`src/rtl/fifo_scd_pkg.sv`:
```
// Shared constants and helpers for the fifo_scd family.
package fifo_scd_pkg;

  localparam int FIFO_DW_DEF    = 8;
  localparam int FIFO_DEPTH_DEF = 4;

  // One extra pointer bit distinguishes full from empty when the address bits match.
  function automatic int ptr_w(input int depth);
    return $clog2(depth) + 1;
  endfunction

endpackage

```
`src/rtl/fifo_scd_mem.sv`:
```
// FIFO storage: synchronous write, asynchronous read.
module fifo_scd_mem
  import fifo_scd_pkg::*;
#(
  parameter int DW    = FIFO_DW_DEF,
  parameter int DEPTH = FIFO_DEPTH_DEF
) (
  input  logic                     clk,
  input  logic                     i_we,
  input  logic [$clog2(DEPTH)-1:0] i_waddr,
  input  logic [DW-1:0]            i_wdata,
  input  logic [$clog2(DEPTH)-1:0] i_raddr,
  output logic [DW-1:0]            o_rdata
);

  logic [DW-1:0] r_mem [DEPTH];

  always_ff @(posedge clk) begin
    if (i_we) r_mem[i_waddr] <= i_wdata;
  end

  assign o_rdata = r_mem[i_raddr];

endmodule

```
`src/rtl/fifo_scd_ext.sv`:
```
// Single-clock FIFO with standard/FWFT read, fill count, thresholds,
// overflow/underflow pulses and synchronous flush.
module fifo_scd_ext
  import fifo_scd_pkg::*;
#(
  parameter int DW        = FIFO_DW_DEF,
  parameter int DEPTH     = FIFO_DEPTH_DEF,
  parameter int FWFT      = 0,
  parameter int AFULL_TH  = DEPTH - 1,
  parameter int AEMPTY_TH = 1
) (
  input  logic                    clk,
  input  logic                    rst_n,
  input  logic                    clr,
  input  logic                    we,
  input  logic [DW-1:0]           din,
  input  logic                    re,
  output logic [DW-1:0]           dout,
  output logic                    full,
  output logic                    empty,
  output logic                    almost_full,
  output logic                    almost_empty,
  output logic [ptr_w(DEPTH)-1:0] count,
  output logic                    overflow,
  output logic                    underflow
);

  localparam int PW = ptr_w(DEPTH);
  localparam int AW = PW - 1;
  localparam logic [PW-1:0] AF_TH = PW'(AFULL_TH);
  localparam logic [PW-1:0] AE_TH = PW'(AEMPTY_TH);

  if (DEPTH < 2 || (DEPTH & (DEPTH - 1)) != 0) begin : g_bad_depth
    $error("fifo_scd_ext: DEPTH must be a power of 2 and at least 2");
  end
  if (AFULL_TH < 1 || AFULL_TH > DEPTH) begin : g_bad_afull
    $error("fifo_scd_ext: AFULL_TH must lie in 1..DEPTH");
  end
  if (AEMPTY_TH < 0 || AEMPTY_TH > DEPTH - 1) begin : g_bad_aempty
    $error("fifo_scd_ext: AEMPTY_TH must lie in 0..DEPTH-1");
  end

  logic [PW-1:0] r_wp, r_rp, w_count;
  logic          w_full, w_empty, w_rd_acc, w_wr_acc, w_mem_we;
  logic [DW-1:0] w_rdata;
  logic          r_ovf, r_udf;

  assign w_count  = r_wp - r_rp;
  assign w_empty  = (r_wp == r_rp);
  assign w_full   = (r_wp[PW-1] != r_rp[PW-1]) && (r_wp[AW-1:0] == r_rp[AW-1:0]);
  // A read in the same cycle frees the slot, so a write to a full FIFO is still taken.
  assign w_rd_acc = re && !w_empty;
  assign w_wr_acc = we && (!w_full || re);
  assign w_mem_we = w_wr_acc && !clr;

  always_ff @(posedge clk or negedge rst_n) begin
    if (!rst_n) begin
      r_wp  <= '0;
      r_rp  <= '0;
      r_ovf <= 1'b0;
      r_udf <= 1'b0;
    end else if (clr) begin
      r_wp  <= '0;
      r_rp  <= '0;
      r_ovf <= 1'b0;
      r_udf <= 1'b0;
    end else begin
      if (w_wr_acc) r_wp <= r_wp + PW'(1);
      if (w_rd_acc) r_rp <= r_rp + PW'(1);
      r_ovf <= we && w_full && !re;
      r_udf <= re && w_empty;
    end
  end

  fifo_scd_mem #(
    .DW    (DW),
    .DEPTH (DEPTH)
  ) u_mem (
    .clk     (clk),
    .i_we    (w_mem_we),
    .i_waddr (r_wp[AW-1:0]),
    .i_wdata (din),
    .i_raddr (r_rp[AW-1:0]),
    .o_rdata (w_rdata)
  );

  if (FWFT != 0) begin : g_fwft
    assign dout = w_empty ? '0 : w_rdata;
  end else begin : g_std
    logic [DW-1:0] r_dout;
    always_ff @(posedge clk or negedge rst_n) begin
      if (!rst_n)        r_dout <= '0;
      else if (clr)      r_dout <= '0;
      else if (w_rd_acc) r_dout <= w_rdata;
    end
    assign dout = r_dout;
  end

  assign count        = w_count;
  assign full         = w_full;
  assign empty        = w_empty;
  assign almost_full  = (w_count >= AF_TH);
  assign almost_empty = (w_count <= AE_TH);
  assign overflow     = r_ovf;
  assign underflow    = r_udf;

endmodule

```
`config.mk`:
```
export PLATFORM = sky130hd
export DESIGN_NAME = fifo_scd_ext
export DESIGN_NICKNAME = d
export VERILOG_FILES = /design/src/rtl/fifo_scd_pkg.sv /design/src/rtl/fifo_scd_mem.sv /design/src/rtl/fifo_scd_ext.sv
export SDC_FILE = /design/constraint.sdc
export NUM_CORES = 1
export LEC_CHECK = 0
export BUFFER_PORTS_ARGS = -buffer_cell sky130_fd_sc_hd__buf_4
export CAP_MARGIN = 40
export CORE_ASPECT_RATIO = 1.25
export CORE_MARGIN = 2
export CORE_UTILIZATION = 45
export DETAILED_ROUTE_END_ITERATION = 10
export GPL_TIMING_DRIVEN = 0
export HOLD_SLACK_MARGIN = 0.08
export PLACE_DENSITY = 0.66
export REMOVE_ABC_BUFFERS = 1
export SLEW_MARGIN = 20
export SYNTH_ARGS = -nofsm -noshare
export SYNTH_HDL_FRONTEND = slang
export SYNTH_HIERARCHICAL = 1
export SYNTH_SLANG_ARGS = --single-unit
```
`constraint.sdc`:
```
create_clock -name clk -period 6.7 [get_ports clk]
set_input_delay 0.67 -clock clk [delete_from_list [all_inputs] [get_ports clk]]
set_output_delay 0.67 -clock clk [all_outputs]
set_load 0.01 [all_outputs]
```
==> results of run 1 <==
area by class of cell:
| cell class | count | area share, % |
|---|---|---|
| multi-input cells | 75 | 27.43 |
| clock buffers | 6 | 2.962 |
| clock inverters | 2 | 0.5107 |
| repair buffers | 31 | 9.653 |
| well taps | 58 | 2.962 |
| flip-flops and latches | 48 | 55.57 |
| inverters | 6 | 0.9193 |
registers in the layout (all words and copies together) (netlist names):
name         cells
dout             8
overflow         1
r_rp             3
r_wp             3
u_mem/r_mem     32
underflow        1
per-stage QoR:
stage          power [mW]  area (µm²)
6_report           0.6587        2450
5_1_grt            0.6981        2450
4_1_cts            0.6658        2439
3_5_place_dp       0.5012        2354
3_3_place_gp       0.4957        2335
2_1_floorplan      0.4359        2044
power breakdown:
| part | internal, mW | switching, mW |
|---|---|---|
| Clock | 0.0729 | 0.0917 |
| Combinational | 0.0762 | 0.0661 |
| Sequential | 0.333 | 0.0183 |
layer usage:
metal	vias up	GRT usage [%]
met1	608	20.15
met4	0	7.021
met2	29	25.98
met5	-	0
met3	6	4.090
li1	559	-
path summary, 6_finish.rpt:
path / from / slack [ns] / depth (start not counted) / endpoint
worst max-delay path: r_rp[0]$_DFFE_PN0P_ / 3.79 / 6 / almost_full
worst min-delay path: rst_n / 0.22 / 1 / r_wp[2]$_DFFE_PN0P_
worst max register to register: r_rp[1]$_DFFE_PN0P_ / 4.01 / 7 / u_mem/r_mem[0][4]$_DFFE_PP_
worst min register to register: dout[0]$_DFFE_PN0P_ / 0.54 / 2 / dout[0]$_DFFE_PN0P_
max in group asynchronous: rst_n / 6.28 / 1 / dout[4]$_DFFE_PN0P_
min in group clk: dout[0]$_DFFE_PN0P_ / 0.54 / 2 / dout[0]$_DFFE_PN0P_
cell families (layout without fill, tap and decap cells):
family | after synthesis | in the layout | share of synthesized area, %
compound gates | 8 | 8 | 3.069
simple gates | 39 | 39 | 9.086
buf+inv | 12 | 45 | 2.767
flops | 48 | 48 | 65.46
mux | 20 | 20 | 14.98
fa+ha+maj | 5 | 5 | 3.370
xor+xnor | 3 | 3 | 1.264
worst max-delay path, delay by kind of cell, from the launching register on:
family / cells / cell delay (ns)
compound gates: 1 / 0.12
xor+xnor: 1 / 0.26
fa+ha+maj: 2 / 0.64
buf+inv: 2 / 0.16
flops: 1 / 0.76
cells in the final DEF (no fill, tap or decap), types with 2 or more instances in the layout:
master	instances
mux2_4	2
inv_1	6
ha_1	4
nor2b_1	2
mux2i_1	9
o2111ai_1	2
edfxtp_1	32
nor2_1	8
nand2_1	19
clkbuf_8	5
buf_4	30
xnor2_1	2
and3b_1	2
mux4_2	8
dfrtp_1	16
==> qor.yml, run 1 <==
fp.dieW_um: 64.80
dr_wl_met2_um: 1871
syn_avg_cell_area_um2: 15.40
power.leakage_nw: 0.9961
fin_setup_tns_ns: 0
path_cells: "ha_1 > inv_1 > fa_1 > xnor2_1 > a21o_1 > buf_4"
post-synth-top-count-cell: "edfxtp_1"
gr-total-overflow: 0
fin_nets: 185
clk_latency_ns: 0.30
port_buffers: 29
first_iter_violations: 44
synth_cell_types: 34
critPathCaptureType: "output pin"
fin_crit_sh_pct: 43.37
hold_viol_final: 0
met1_length_um: 1545
cts_buffer_depth: 2
wl_met3_um: 142
fillers: 369
cap_viol_max_count: 0
post-place-ws_ns: 3.984
synth_edf_count: 32
die_h_um: 80
die-area_um2: 5184
yosysWarnings: 6
critPathKind: "register to output pin"
synth.area.top_cells: "edfxtp_1 (46%), dfrtp_1 (19%), mux4_2 (8.7%)"
grt_util_all_layers_pct: 15.99
async_reset_ff_share_pct: 33.33
layout.cells.non_filler: 226
rows: 27
final.setup_skew_ns: 0.007950
seq_area_frac_synth_pct: 65.46
multiInputGateArea_um2: 671.9
core_area_um2: 4425
cts_tree: "done"
start_util_pct: 46.99
ys_ff_latch: 48
grt_max_degree: 22
fin_crit_ns: 2.906
mappedNetlistArea_um2: 2079
drive_gt1_share_pct: 30.95
fin_ws_ns: 3.794
hpwl_um: 2436
grt_pass1_vias: 1205
hold_buffers: 0
cpMaxStageDelayCell: "dfrtp_1"
cts_post_setup_buffers_inserted: 0
seq_area_um2: 1361
top_layer_used: "met4"
routed_wirelength_um: 3632
final_util_pct: 55.36
ios: 30
yosysTopAreaCell: "edfxtp_1"
cts.sinks: 48
fmaxAchievable_mhz: 344.1
place_congestion: 0.7340
start_kind: "register"
ys_top_cells_by_count: "edfxtp_1 (32), nand2_1 (19), dfrtp_1 (16)"
crit_arrival_ns: 2.24
irDropWorstVdd_mv: 0.1429
grt_pass1_wl_um: 6009
powerDensity_nw_per_um2: 268.9
slew_violations: 0
first_pass_iters: 4
vias: 1202
status: "completed"
yosysTopAreaCellShare_pct: 46.21
h-tree-depth: 2
clkTransAtPathRegs_ns: 0.08
relSlewSlack_pct: 57.80
wl_per_cell_um: 16.07
cp_slowest_stage_delay_ns: 0.76
syn_inst: 135
drc_errors: 0
ant_nets: 0
placedCellCount: 217
antennaDiodeCount: 0
cts-root-buf: "clkbuf_8"
hold_class: "primary input to async pin"
vias_per_cell: 5.319
worstMarginPinSlew_ns: 0.6330
setup_viol: 0
antenna_found_initial: 0
rsz0062_at_grt: "no"
hold_ws_ns: 0.2190
path_max_fanout: 12
critPathRequiredTime_ns: 6.03
synthToLayoutAreaGrowth_pct: 17.81
ys.flop_type: "edfxtp_1"
cts_made_buffers: 5
cts_resized: 0
Power figures use the tool's default switching activity.
==> run 2: changes to the inputs <==
Clock period 6.7 ns to 2.7 ns, I/O delays scaled along.
==> run 2 against run 1 <==
  * Clock-buffer cell count is the same
  * Sequential power grew 150%
  * Via count grew 0.33%
  * Largest power group unchanged
  * Highest routed layer unchanged
  * Core utilization grew 0.28 points
  * First-iteration DRC count shrank 2.3%
  * Sequential share of layout area shrank 0.18 points
  * Die area is the same
  * Clock skew is essentially flat
  * Critical path depth grew 1
  * Routed wire length grew 0.66%
  * Worst hold slack lost 0.056 ns
  * Sequential cell count is the same
==> qor.yml, run 2 (same netlist as run 1, synthesis figures left out) <==
clkTransAtPathRegs_ns: 0.08
grt_pass1_wl_um: 6037
final_common_cell: "edfxtp_1"
grt_util_all_layers_pct: 16.05
power.leakage_nw: 0.9971
drc_errors: 0
rsz0062_at_grt: "no"
vias: 1206
rows: 27
grt_max_degree: 22
final_cell_mix: "edfxtp_1 (32), buf_4 (30), nand2_1 (19)"
design_area_um2: 2462
cts_post_setup_buffers_inserted: 0
cts_tree: "done"
setup_viol: 0
cts_buffer_depth: 2
slew_violations: 0
synthToLayoutAreaGrowth_pct: 18.41
first_iter_violations: 43
cap_viol_max_count: 0
hold_viol_final: 0
critPathKind: "register to register"
ios: 30
fp.dieW_um: 64.80
worstMarginPinSlew_ns: 0.6356
largest_reg_flops: 32
start_util_pct: 46.99
critPathRequiredTime_ns: 2.72
fmaxAchievable_mhz: 401.3
die-area_um2: 5184
hpwl_um: 2436
fin_crit_ns: 2.492
core_area_um2: 4425
cts_made_buffers: 5
cp_slowest_stage_delay_ns: 0.53
ant_nets: 0
die_h_um: 80
post-place-ws_ns: -0.01643
crit_family: "simple AND/OR/NAND/NOR gates"
h-tree-depth: 2
cpMaxStageDelayCell: "dfrtp_2"
fin_ws_ns: 0.2082
gr-total-overflow: 0
p_total_mw: 1.638
powerDensity_nw_per_um2: 665.2
layout.cells.non_filler: 227
start_kind: "register"
antennaDiodeCount: 0
path_buf_inv: 2
path_max_fanout: 10
port_buffers: 29
place_congestion: 0.7340
cts-root-buf: "clkbuf_8"
wl_per_cell_um: 16.11
cts.sinks: 48
routed_wirelength_um: 3656
grt_pass1_vias: 1219
largest-register: "u_mem/r_mem"
fin_crit_sh_pct: 92.29
crit_arrival_ns: 2.51
critPathCaptureType: "register"
antenna_found_initial: 0
hold_class: "primary input to register"
vias_per_cell: 5.313
clk_latency_ns: 0.30
path_cells: "inv_1 > ha_1 > nand2_1 > o31a_2 > and2_2 > nor3b_2 > buf_4"
fin_nets: 186
postPlaceCellArea_um2: 2354
drive_gt1_share_pct: 31.95
relSlewSlack_pct: 57.58
placedCellCount: 217
status: "completed"
irDropWorstVdd_mv: 0.3548
final.setup_skew_ns: 0.007625
first_pass_iters: 4
run 2: changes by cell type in the layout (fill, tap and decap cells not counted):
cell / before / now
dfrtp_1: 16 / 14
dfrtp_2: 0 / 2
dlygate4sd3_1: 0 / 1
run 2: area by class of cell:
| type | instances | area [µm²] |
|---|---|---|
| Fill cell | 366 | 1963 |
| Clock buffer | 6 | 72.57 |
| Tap cell | 58 | 72.57 |
| Clock inverter | 2 | 12.51 |
| Sequential cell | 48 | 1364 |
| Inverter | 6 | 22.52 |
| Timing Repair Buffer | 32 | 246.5 |
| Multi-Input combinational cell | 75 | 671.9 |
run 2: power breakdown:
part / leakage (nW) / switching (mW) / internal [mW]
Sequential: 0.505 / 0.0460 / 0.828
Combinational: 0.451 / 0.164 / 0.190
Clock: 0.0412 / 0.228 / 0.181
run 2: layer usage:
| metal | vias to the layer above | GRT usage (%) | share of wire (%) | routed length [µm] |
|---|---|---|---|---|
| li1 | 561 | - | - | - |
| met1 | 612 | 20.06 | 43 | 1562 |
| met2 | 27 | 26.29 | 51 | 1882 |
| met3 | 6 | 4.090 | 3.8 | 139 |
| met4 | 0 | 7.021 | 2.0 | 72 |
| met5 | - | 0 | 0 | 0 |
run 2: stage by stage:
step,TNS (ns),utilization [%],hold slack [ns]
5_1_grt,0,55.64,0.1515
2_1_floorplan,0,-,-0.02559
3_3_place_gp,-5.323,52.76,0.1433
3_5_place_dp,-0.08173,53.18,0.1496
4_1_cts,0,55.39,0.1551
6_report,0,55.64,0.1625
run 2: final timing paths:
path	depth (start not counted)	end	slack (ns)	startpoint
worst min-delay path	1	u_mem/r_mem[1][3]$_DFFE_PP_	0.16	din[3]
worst max register to register	7	u_mem/r_mem[0][4]$_DFFE_PP_	0.21	r_rp[1]$_DFFE_PN0P_
worst min register to register	2	dout[0]$_DFFE_PN0P_	0.54	dout[0]$_DFFE_PN0P_
max in group asynchronous	2	r_rp[1]$_DFFE_PN0P_	2.12	rst_n
min in group asynchronous	2	dout[0]$_DFFE_PN0P_	0.37	rst_n
worst max-delay path	7	u_mem/r_mem[0][4]$_DFFE_PP_	0.21	r_rp[1]$_DFFE_PN0P_
run 2: repair_timing:
item,CTS,global route
hold buffers,1,0
endpoints found under the hold margin,16,0
gates resized for setup,2,0
setup endpoints to repair,5,0
